[config.mk]
export PLATFORM = sky130hd
export DESIGN_NAME = audio_stream_player
export DESIGN_NICKNAME = d
export VERILOG_FILES = /design/src/rtl/audio_stream_player_pkg.sv /design/src/rtl/audio_stream_player_flash_read_ctrl.sv /design/src/rtl/audio_stream_player.sv
export SDC_FILE = /design/constraint.sdc
export NUM_CORES = 1
export LEC_CHECK = 0
export CORE_UTILIZATION = 60
export DETAILED_ROUTE_END_ITERATION = 7
export GPL_TIMING_DRIVEN = 0
export PLACE_DENSITY = 0.95
export SYNTH_ARGS = -nofsm -noshare
export SYNTH_HDL_FRONTEND = slang
export SYNTH_SLANG_ARGS = --single-unit
export TNS_END_PERCENT = 100
[constraint.sdc]
create_clock -name clk -period 5.13 [get_ports clk]
set_clock_uncertainty 0.05 [all_clocks]
set_input_delay 0.7695 -clock clk [delete_from_list [all_inputs] [get_ports clk]]
set_output_delay 0.7695 -clock clk [all_outputs]
set_load 0.005 [all_outputs]
[src/rtl/audio_stream_player_pkg.sv]
// Shared types for the audio stream player: the playback FSM state encoding.
package audio_pkg;

    typedef enum logic [1:0] {
        IDLE  = 2'd0,
        FETCH = 2'd1,
        PLAY  = 2'd2,
        DONE  = 2'd3
    } player_state_e;

endpackage

[src/rtl/audio_stream_player_flash_read_ctrl.sv]
// Avalon-MM read sequencer: one read in flight, holds request through waitrequest,
// and swallows the data of a read that was in flight when the player restarted.
module flash_read_ctrl #(
    parameter int                ADDR_W   = 23,
    parameter int                WORD_W   = 32,
    parameter logic [ADDR_W-1:0] RST_ADDR = '0
) (
    input  logic              clk,
    input  logic              rst_n,
    input  logic              req,
    input  logic [ADDR_W-1:0] addr,
    input  logic              flush,
    output logic              busy,
    output logic              word_valid,
    output logic [WORD_W-1:0] word,
    output logic              flash_read,
    output logic [ADDR_W-1:0] flash_addr,
    input  logic              flash_waitrequest,
    input  logic              flash_readdatavalid,
    input  logic [WORD_W-1:0] flash_readdata
);

    logic              rd_q, rd_d;
    logic [ADDR_W-1:0] addr_q, addr_d;
    logic              pend_q, pend_d;
    logic              disc_q, disc_d;
    logic              rdv;

    // Data strobes are only meaningful once our request has been accepted.
    assign rdv        = flash_readdatavalid && pend_q;
    assign busy       = rd_q || pend_q;
    assign word_valid = rdv && !disc_q && !flush;
    assign word       = flash_readdata;
    assign flash_read = rd_q;
    assign flash_addr = addr_q;

    always_comb begin
        rd_d   = rd_q;
        addr_d = addr_q;
        pend_d = pend_q;
        disc_d = disc_q;
        if (rd_q && !flash_waitrequest) begin
            rd_d   = 1'b0;
            pend_d = 1'b1;
        end else if (req && !busy) begin
            rd_d   = 1'b1;
            addr_d = addr;
        end
        if (rdv) begin
            pend_d = 1'b0;
            disc_d = 1'b0;
        end
        // A request still stalled cannot be withdrawn, so its data is dropped later.
        if (flush && (rd_q || (pend_q && !flash_readdatavalid))) begin
            disc_d = 1'b1;
        end
    end

    always_ff @(posedge clk or negedge rst_n) begin
        if (!rst_n) begin
            rd_q   <= 1'b0;
            addr_q <= RST_ADDR;
            pend_q <= 1'b0;
            disc_q <= 1'b0;
        end else begin
            rd_q   <= rd_d;
            addr_q <= addr_d;
            pend_q <= pend_d;
            disc_q <= disc_d;
        end
    end

endmodule

[src/rtl/audio_stream_player.sv]
// Flash-to-codec sample engine: double-buffered word prefetch, per-tick unpacking,
// forward/reverse playback with optional looping over a fixed address window.
module audio_stream_player
    import audio_pkg::*;
#(
    parameter int                SAMPLE_W   = 16,
    parameter int                SPW        = 2,
    parameter int                ADDR_W     = 23,
    parameter logic [ADDR_W-1:0] START_ADDR = '0,
    parameter logic [ADDR_W-1:0] END_ADDR   = ADDR_W'('h7FFFF)
) (
    input  logic                    clk,
    input  logic                    rst_n,
    input  logic                    sample_tick,
    input  logic                    start,
    input  logic                    play,
    input  logic                    forward,
    input  logic                    loop,
    output logic                    flash_read,
    output logic [ADDR_W-1:0]       flash_addr,
    input  logic                    flash_waitrequest,
    input  logic                    flash_readdatavalid,
    input  logic [SAMPLE_W*SPW-1:0] flash_readdata,
    output logic [SAMPLE_W-1:0]     audio_sample,
    output logic                    sample_valid,
    output logic                    finished,
    output logic [7:0]              underrun_count
);

    localparam int               WORD_W   = SAMPLE_W * SPW;
    localparam int               IDX_W    = (SPW > 1) ? $clog2(SPW) : 1;
    localparam logic [IDX_W-1:0] LAST_IDX = IDX_W'(SPW - 1);

    player_state_e state_q, state_d;

    logic [WORD_W-1:0]   cur_q, cur_d, nxt_q, nxt_d;
    logic                cur_vld_q, cur_vld_d, nxt_vld_q, nxt_vld_d;
    logic                cur_rev_q, cur_rev_d;
    logic [IDX_W-1:0]    idx_q, idx_d;
    logic [ADDR_W-1:0]   ptr_q, ptr_d;
    logic                ptr_end_q, ptr_end_d;
    logic [SAMPLE_W-1:0] sample_q, sample_d;
    logic                svld_q, svld_d;
    logic                fin_q, fin_d;
    logic [7:0]          urun_q, urun_d;

    logic                           fetch_req, rd_busy, word_valid;
    logic [WORD_W-1:0]              word;
    logic [SPW-1:0][SAMPLE_W-1:0]   cur_slices;
    logic [IDX_W-1:0]               sel;
    logic                           fire, starve, consume;

    flash_read_ctrl #(
        .ADDR_W   (ADDR_W),
        .WORD_W   (WORD_W),
        .RST_ADDR (START_ADDR)
    ) u_rd (
        .clk                 (clk),
        .rst_n               (rst_n),
        .req                 (fetch_req),
        .addr                (ptr_q),
        .flush               (start),
        .busy                (rd_busy),
        .word_valid          (word_valid),
        .word                (word),
        .flash_read          (flash_read),
        .flash_addr          (flash_addr),
        .flash_waitrequest   (flash_waitrequest),
        .flash_readdatavalid (flash_readdatavalid),
        .flash_readdata      (flash_readdata)
    );

    assign cur_slices = cur_q;
    assign sel        = cur_rev_q ? (LAST_IDX - idx_q) : idx_q;

    assign fetch_req = ((state_q == FETCH) || (state_q == PLAY)) && !nxt_vld_q
                       && !rd_busy && !ptr_end_q && !start;
    assign fire      = sample_tick && play && !start && (state_q == PLAY) && cur_vld_q;
    assign starve    = sample_tick && play && !start && (state_q == PLAY) && !cur_vld_q;
    assign consume   = fire && (idx_q == LAST_IDX);

    // Wrap decisions compare against the edge before stepping, so no overflow.
    always_comb begin
        ptr_d     = ptr_q;
        ptr_end_d = ptr_end_q;
        if (start) begin
            ptr_d     = forward ? START_ADDR : END_ADDR;
            ptr_end_d = 1'b0;
        end else if (fetch_req) begin
            if (forward) begin
                if (ptr_q == END_ADDR) begin
                    if (loop) ptr_d = START_ADDR;
                    else      ptr_end_d = 1'b1;
                end else begin
                    ptr_d = ptr_q + ADDR_W'(1);
                end
            end else begin
                if (ptr_q == START_ADDR) begin
                    if (loop) ptr_d = END_ADDR;
                    else      ptr_end_d = 1'b1;
                end else begin
                    ptr_d = ptr_q - ADDR_W'(1);
                end
            end
        end
    end

    always_comb begin
        state_d   = state_q;
        cur_d     = cur_q;
        cur_vld_d = cur_vld_q;
        cur_rev_d = cur_rev_q;
        nxt_d     = nxt_q;
        nxt_vld_d = nxt_vld_q;
        idx_d     = idx_q;
        sample_d  = sample_q;
        svld_d    = 1'b0;
        fin_d     = fin_q;
        urun_d    = urun_q;

        if (fire) begin
            sample_d = cur_slices[sel];
            svld_d   = 1'b1;
            idx_d    = (idx_q == LAST_IDX) ? '0 : idx_q + IDX_W'(1);
        end
        if (consume) begin
            cur_d     = nxt_q;
            cur_vld_d = nxt_vld_q;
            cur_rev_d = !forward;
            nxt_vld_d = 1'b0;
        end
        // Unpack order is latched whenever a word becomes the current word.
        if (word_valid) begin
            if (!cur_vld_d) begin
                cur_d     = word;
                cur_vld_d = 1'b1;
                cur_rev_d = !forward;
            end else begin
                nxt_d     = word;
                nxt_vld_d = 1'b1;
            end
        end
        if (starve && (urun_q != 8'hFF)) begin
            urun_d = urun_q + 8'd1;
        end

        case (state_q)
            FETCH: if (cur_vld_d) state_d = PLAY;
            PLAY: begin
                if (consume && !nxt_vld_q && ptr_end_q && !rd_busy) begin
                    fin_d   = 1'b1;
                    state_d = DONE;
                end
            end
            default: ;
        endcase

        if (start) begin
            state_d   = FETCH;
            cur_vld_d = 1'b0;
            nxt_vld_d = 1'b0;
            idx_d     = '0;
            fin_d     = 1'b0;
            svld_d    = 1'b0;
            sample_d  = sample_q;
        end
    end

    always_ff @(posedge clk or negedge rst_n) begin
        if (!rst_n) begin
            state_q   <= IDLE;
            cur_q     <= '0;
            cur_vld_q <= 1'b0;
            cur_rev_q <= 1'b0;
            nxt_q     <= '0;
            nxt_vld_q <= 1'b0;
            idx_q     <= '0;
            ptr_q     <= START_ADDR;
            ptr_end_q <= 1'b0;
            sample_q  <= '0;
            svld_q    <= 1'b0;
            fin_q     <= 1'b0;
            urun_q    <= '0;
        end else begin
            state_q   <= state_d;
            cur_q     <= cur_d;
            cur_vld_q <= cur_vld_d;
            cur_rev_q <= cur_rev_d;
            nxt_q     <= nxt_d;
            nxt_vld_q <= nxt_vld_d;
            idx_q     <= idx_d;
            ptr_q     <= ptr_d;
            ptr_end_q <= ptr_end_d;
            sample_q  <= sample_d;
            svld_q    <= svld_d;
            fin_q     <= fin_d;
            urun_q    <= urun_d;
        end
    end

    assign audio_sample   = sample_q;
    assign sample_valid   = svld_q;
    assign finished       = fin_q;
    assign underrun_count = urun_q;

endmodule

Word level (Yosys, flattened, before mapping)
Cells that the tools add are included.

Bitwise operators: 2. Reductions and logical operators: 50. $add $sub $neg: 5. Eq/ne operators: 9. Mux-type cells: 48. $lt $le $gt $ge: 1.

Operators with widths (count): two-way mux 23 bit (7); two-way mux 32 bit (3); two-way mux 16 bit (2); two-way mux 1 bit (31); adder 23 x 1 -> 23 bit (second input constant) (1); equality test 23 x 19 -> 1 bit (second input constant) (1); zero test 23 bit (1); subtractor 23 x 1 -> 23 bit (second input constant) (1); logical AND 1 bit (21); two-way mux 19 bit (1); nonzero test 2 bit (7); zero test 1 bit (9); inequality test 3 x 2 -> 1 bit (second input constant) (3); AND reduction 3 bit (3); adder 8 x 1 -> 8 bit (second input constant) (1); inequality test 4 bit (second input constant) (2); inequality test 8 bit (second input constant) (1); AND reduction 2 bit (4); two-way mux 2 bit (3); nonzero test 3 bit (2); case mux 2 bit (2 select lines) (1); logical OR 1 bit (3); equality test 2 x 1 -> 1 bit (second input constant) (1); equality test 2 bit (second input constant) (1); 4 further kinds (5).

Input port bits: 41. Output and inout port bits: 50. Logic and storage cells: 132. Flip-flop bits (word level): 146.

Logic depth before layout (Yosys ltp)
Gate-level depths: netlist (run 1).

Depth in word-level cells: 11. Mapped depth: 9. Mapped depth without buffers: 8.

Hierarchy
Synthesis (run 1) repeated with hierarchy kept, for this count alone.

Cell total of the unflattened synthesis: 745. Area, all modules: 7644.8 sq um.

Modules (own cells, without submodules): audio_stream_player (area each 6398.6 sq um, cells each 653, seq. area each 3002.9 sq um, instances 1); flash_read_ctrl (area each 1246.2 sq um, cells each 92, seq. area each 650.6 sq um, instances 1).

Least setup slack after synthesis (run 1)
OpenSTA, ideal clock, no wires.

Path type: flip-flop to flip-flop. Start point: reg ptr_q[0]. End point: reg ptr_q[13]. Stages on the path, launching flop included: 9. Setup slack: 2813 ps. Arrival: 2139 ps. Cell sequence: dfrtp_1 ha_1 nand4_4 or4_1 buf_2 o31a_1 nand4_1 a41oi_1 a2bb2oi_1.

Cells in the longest elaborated chain, start to end: 5.

RTL lines: start, declared (RTL line audio_stream_player.sv:40) `logic [ADDR_W-1:0] ptr_q, ptr_d;`; start signal, assigned (RTL line audio_stream_player.sv:192) `ptr_q <= ptr_d;`; subtractor 23 x 1 -> 23 bit, or another cell as far along (RTL line audio_stream_player.sv:102) `ptr_d = ptr_q - ADDR_W'(1);`; two-way mux 23 bit (on tied branches) (RTL line audio_stream_player.sv:98, audio_stream_player.sv:91); two-way mux 23 bit (RTL line audio_stream_player.sv:90) `if (forward) begin`; two-way mux 23 bit (RTL line audio_stream_player.sv:89) `end else if (fetch_req) begin`; two-way mux 23 bit (RTL line audio_stream_player.sv:86) `if (start) begin`.

Several ways; a longest one is shown, not always the timed one. The select of a mux whose other input is x is not followed. A chain may end at the register's enable or synchronous reset.

Worst setup path in the final report (run 1)
Start point: reg ptr_q[0]. End point: reg ptr_q[9].

The elaborated chain is that of the path after synthesis.

==> results of run 1 <==
==> registers in the layout, summed over array words and instances (netlist names) <==
signal / count
nxt_q: 32
u_rd.flash_read: 1
u_rd.flash_addr: 23
idx_q: 1
cur_vld_q: 1
sample_valid: 1
nxt_vld_q: 1
u_rd.pend_q: 1
ptr_q: 23
audio_sample: 16
state_q: 2
ptr_end_q: 1
underrun_count: 8
finished: 1
cur_rev_q: 1
u_rd.disc_q: 1
cur_q: 32
==> routing by layer <==
layer  routed length, um  GRT usage [%]
met5                   0              0
met4                 741          18.33
met3                1864          7.606
met2                9878          54.76
met1                8130          43.30
==> path summary, 6_finish.rpt <==
check                            start                   to  slack (ns)  depth (start not counted)
setup / recovery              ptr_q[0]             ptr_q[9]        1.88                          8
hold / removal                   rst_n  u_rd.flash_addr[11]        0.22                          1
setup reg to reg              ptr_q[0]             ptr_q[9]        1.88                          8
hold reg to reg            u_rd.disc_q          u_rd.disc_q        0.42                          2
max in group asynchronous        rst_n    underrun_count[5]        4.00                          2
min in group clk           u_rd.disc_q          u_rd.disc_q        0.42                          2
==> Yosys cell counts, drive strengths merged (6+ instances only) <==
library cell	number
nand4	6
nand3	21
xor2	11
nor4	14
dfrtp	146
o31ai	6
nor2	69
ha	6
a21oi	51
mux2i	51
xnor2	6
inv	15
or3	6
and3	7
nand2	55
buf	28
a31oi	14
or4	8
nor3	24
mux2	56
o21ai	48
clkbuf	22
==> per-stage QoR <==
stage | std cells | setup WS, ns | TNS, ns | hold slack (ns) | util (%)
CTS | 993 | 2.130 | 0 | 0.2294 | 75.59
finish | 993 | 1.884 | 0 | 0.2186 | 75.59
floorplan | 723 | 2.813 | 0 | 0.3886 | -
global placement | 960 | -2.535 | -368.60 | 0.4023 | 70.72
detailed placement | 961 | 1.769 | 0 | 0.4061 | 70.96
global route | 993 | 1.757 | 0 | 0.2485 | 75.59
==> where the power goes <==
part / internal, uW / switching (uW)
clock network: 682 / 492
registers: 1460 / 246
logic: 690 / 799
==> critical path, delay by kind of cell, from the launching register on <==
kind,cells,cell delay (ns)
adders and majority gates,1,0.26
AOI/OAI and AO/OA,3,1.52
and+or+nand+nor,3,0.61
buffers and inverters,1,0.17
DFF,1,0.51
==> cell type report <==
type                       count  area share [%]
sequential                   146           40.24
tap                          147           2.026
timing repair buffer          91           10.24
clock inverter                11           1.171
clock buffer                  21           4.961
multi-input combinational    511           37.89
inverter                      16          0.6614
buffer                        50           2.811
==> cells by family (layout without fill, tap and decap cells) <==
group                    after synthesis  after routing  synth area share, %
AO/OA/AOI/OAI                        151            151                12.39
adder cells (fa/ha/maj)                6              6                1.013
multiplexers                         107            107                15.40
AND/OR/NAND/NOR                      230            230                15.62
buffers and inverters                 66            189                4.255
XOR/XNOR                              17             17                2.009
flip-flops                           146            146                49.31
==> results.yml, run 1 <==
layout:
  layout_commonest_cell: "dfrtp_1"
  drive_above_1_share_pct: 14.54
  nets: 880
  final_area_um2: 9080
  multi_input_area_um2: 3441
  nFillCells: 756
  ff_latch_area_um2: 3654
  syn_to_final_growth_pct: 22.54
  final_cell_mix: "dfrtp_1 (146), clkdlybuf4s50_1 (89), nor2_1 (69)"
  n_antenna_cell: 0
clock_tree:
  clockBufferDepth: 2
  post-cts-setup-buffers: 0
  clk_latency_ns: 0.43
  ctsResizeCount: 0
  cts_hold_repair.buffers: 0
  cts_root_buf: "clkbuf_16"
  clock-sinks: 146
  cts_tree: "built"
  path_clk_slew_ns: 0.06
  h-tree-depth: 4
  cts_buffers: 17
setup_path:
  crit_chain: "inv_1 > ha_1 > or4b_1 > nor3_1 > a21oi_1 > nor2_1 > a2111oi_0 > o21ai_0"
  cp-start-kind: "flip-flop"
  crit_path_max_fanout: 10
  worstPathRequired_ns: 5.37
  slowest_stage: "a21oi_1"
  path_class: "reg -> reg"
  critPathArrivalTime_ns: 3.49
  max_stage_delay_ns: 0.86
  cp-end-kind: "flip-flop"
global_routing:
  grt_pass1_vias: 6517
  antenna_found_initial: 0
  grt_pass1_wl_mm: 33.26
  overflow: 0
  grtUsageTotal_pct: 34.10
  grt_max_degree: 103
synth:
  ys_seq_area_share_pct: 49.31
  synth_cells: 723
  syn-cell-area_um2: 7410
  yosys.area.top_type: "dfrtp_1"
  ys_ff_latch: 146
  synth_warnings: 0
  synth_area_per_cell_um2: 10.25
  synth_cell_type_count: 66
  syn_nets: 770
  ys_async_sr_fraction_pct: 100.0
  synth.top_cell.area_share_pct: 49.31
  synth_area_leaders: "dfrtp_1 (49%), mux2_2 (8.5%), mux2i_1 (6.9%)"
  synth_edf_count: 0
  synth_ff_type: "dfrtp_1"
placement:
  placedInstanceArea_um2: 8523
  portBuffers: 90
  hpwlAfterDp_mm: 13.69
  place.gp.congestion: 0.9895
floorplanning:
  die_x_um: 113.1
  fp.coreArea_um2: 12010
  core.rowCount: 40
  dieArea_um2: 12800
  initial_core_util_pct: 61.69
  dieHeight_um: 113.1
  io_pins: 91
timing:
  setup_violations: 0
  finalMaxSlewViolations: 0
  timing.fmax_ghz: 0.3080
  grt_setup_unrepaired: "false"
  period_minus_slack_ns: 3.246
  worst_pin_slew_ns: 1.120
  hold_violations: 0
  slew_headroom_pct: 24.81
  fin_crit_sh_pct: 63.28
drt:
  drt_wl_total_mm: 20.61
  via_count: 6423
  ant_nets: 0
  routedWlPerCell_um: 20.76
  first_iter_violations: 746
  vias_per_cell: 6.468
  dr.pass1.iters: 6
  drcViolationCount: 0
job:
  maxCapViolCount: 0
pwr:
  leakage_uw: 0.004224
  vdd_drop_max_mv: 0.2618
  p_per_area_nw_per_um2: 481.6
  p_total_uw: 4373
run_status:
  outcome: "finished clean"
worst_hold_path:
  worst_hold_path_type: "in -> async"
No activity file was read; power rests on OpenSTA's default activity.
==> run 2: changes to the inputs <==
CORE_UTILIZATION = 51   (was 60)
PLACE_DENSITY = 0.87   (was 0.95)
clock period = 2.9 ns   (was 5.13 ns; I/O delays follow)
==> results.yml, run 2 (same netlist as run 1, synthesis figures left out) <==
setup_path:
  critPathArrivalTime_ns: 3.00
  worstPathRequired_ns: 3.16
  cp-end-kind: "flip-flop"
  rr_endpoint: "ptr_q[13]"
  regToRegStartpoint: "ptr_q[0]"
  path_class: "reg -> reg"
  startpoint: "ptr_q[0]"
  crit_path_max_fanout: 8
  reg2reg_depth: 8
  cp-start-kind: "flip-flop"
  r2r_slack_ns: 0.16
pwr:
  power.switching_uw: 2730
  comb_power_share_pct: 33.8
  internal-power_uw: 4952
  seqPwrFrac_pct: 39.0
  p_sw_share_pct: 35.54
  pwr-share-clk_pct: 27.2
  p_total_uw: 7682
  p_per_area_nw_per_um2: 839.0
  vdd_drop_max_mv: 0.5591
  leakage_uw: 0.004243
run_status:
  outcome: "finished clean"
layout:
  final_cell_mix: "dfrtp_1 (146), clkdlybuf4s50_1 (89), nor2_1 (69)"
  layout_commonest_cell: "dfrtp_1"
  largestRegisters: "cur_q: 32 flops, nxt_q: 32 flops"
  n_antenna_cell: 0
  final_core_util_pct: 65.21
  syn_to_final_growth_pct: 23.57
  drive_above_1_share_pct: 15.13
  nets: 881
global_routing:
  antenna_found_initial: 0
  grt_pass1_vias: 6181
  grt_max_degree: 101
  grtUsageTotal_pct: 28.06
  overflow: 0
  grt_pass1_wl_mm: 31.73
timing:
  grt_setup_unrepaired: "false"
  finalMaxSlewViolations: 0
  period_minus_slack_ns: 2.738
  timing.fmax_ghz: 0.3652
  slew_headroom_pct: 32.85
  whs_ns: 0.4344
  hold_violations: 0
  setup_ws_ns: 0.1618
  fin_crit_sh_pct: 94.42
  worst_pin_slew_ns: 1.000
  setup_violations: 0
drt:
  dr.pass1.iters: 7
  routedWlPerCell_um: 19.13
  first_iter_violations: 510
  ant_nets: 0
  drt_wl_total_mm: 19.63
  via_count: 6240
  vias_per_cell: 6.082
  drcViolationCount: 0
floorplanning:
  dieHeight_um: 122.5
  initial_core_util_pct: 52.77
  fp.coreArea_um2: 14040
  io_pins: 91
  die_x_um: 122.5
  core.rowCount: 43
  dieArea_um2: 15010
clock_tree:
  clockBufferDepth: 2
  cts_buffers: 17
  clk_latency_ns: 0.43
  path_clk_slew_ns: 0.06
  cts_tree: "built"
  cts_root_buf: "clkbuf_16"
  h-tree-depth: 4
  clock-sinks: 146
placement:
  place.gp.congestion: 0.9679
  pre_cts_ws_ns: -0.1723
  portBuffers: 90
  hpwlAfterDp_mm: 13.32
worst_hold_path:
  worst_hold_path_type: "reg -> reg"
  hold_depth: 2
  min-delay-start: "u_rd.disc_q"
  hold_path_end: "u_rd.disc_q"
job:
  maxCapViolCount: 0
[run 2: cell count changes in the layout (fill, tap and decap cells not counted), moves of 2 or more]
cell,before,now
clkinv_2,2,0
clkbuf_1,25,22
inv_8,0,3
inv_6,2,5
[run 2: through the flow]
step,setup TNS (ns),area (um^2),std cells
after floorplan,0,7410,723
after global placement,-648.75,8536,993
after detailed placement,-2.063,8564,994
after CTS,0,9135,1026
after global routing,0,9156,1026
final,0,9156,1026
[run 2: what timing repair did]
| action | 4_1_cts | 5_1_grt |
|---|---|---|
| setup endpoints to repair | 3 | 17 |
| setup buffers | 0 | 0 |
| hold buffers | 1 | 0 |
| gates cloned | 0 | 0 |
| endpoints found under the hold margin | 46 | 0 |
| gates resized for setup | 1 | 4 |
[run 2: how the worst max path moves through the flow]
| stage | end | cells after the start |
|---|---|---|
| floorplan | ptr_q[13] | 8 |
| global placement | underrun_count[4] | 1 |
| detailed placement | ptr_q[9] | 6 |
| CTS | ptr_q[9] | 7 |
| global route | ptr_q[18] | 8 |
| finish | ptr_q[13] | 8 |
[run 2: cell type report]
type / count / area (um^2)
clock inverter: 13 / 117.6
buffer: 50 / 255.2
multi-input combinational: 511 / 3466
fill: 1080 / 4886
sequential: 146 / 3654
tap: 180 / 225.2
clock buffer: 18 / 439.2
inverter: 16 / 60.06
timing repair buffer: 92 / 939.7
[run 2: power groups by stage]
stage	clock (uW)	sequential [uW]	combinational [uW]
2_1_floorplan	0	2910	1700
3_3_place_gp	0	2990	2460
3_5_place_dp	0	3020	2530
4_1_cts	2100	2990	2550
5_1_grt	2180	3060	2850
6_report	2090	3000	2600
[run 2: critical path: stages (launching register included)]
cell	delay (ns)
dfrtp_1	0.49
ha_1	0.33
nand4_4	0.17
or4_1	0.56
buf_2	0.19
o31a_1	0.40
nand4_1	0.14
a41oi_1	0.13
a2bb2oi_1	0.15
[run 2: layer usage]
| metal | global-route usage [%] | routed length [um] | share of wire (%) | vias up |
|---|---|---|---|---|
| li1 | - | - | - | 2845 |
| met1 | 38.09 | 8605 | 44 | 3083 |
| met2 | 42.70 | 9118 | 46 | 262 |
| met3 | 5.530 | 1383 | 7.0 | 50 |
| met4 | 14.48 | 524 | 2.7 | 0 |
| met5 | 0 | 0 | 0 | - |
==> run 3: changes to the inputs <==
TNS_END_PERCENT = not set   (was 100)
==> results of run 3 <==
No change in the layout: final DEF, timing and power equal those of run 2.
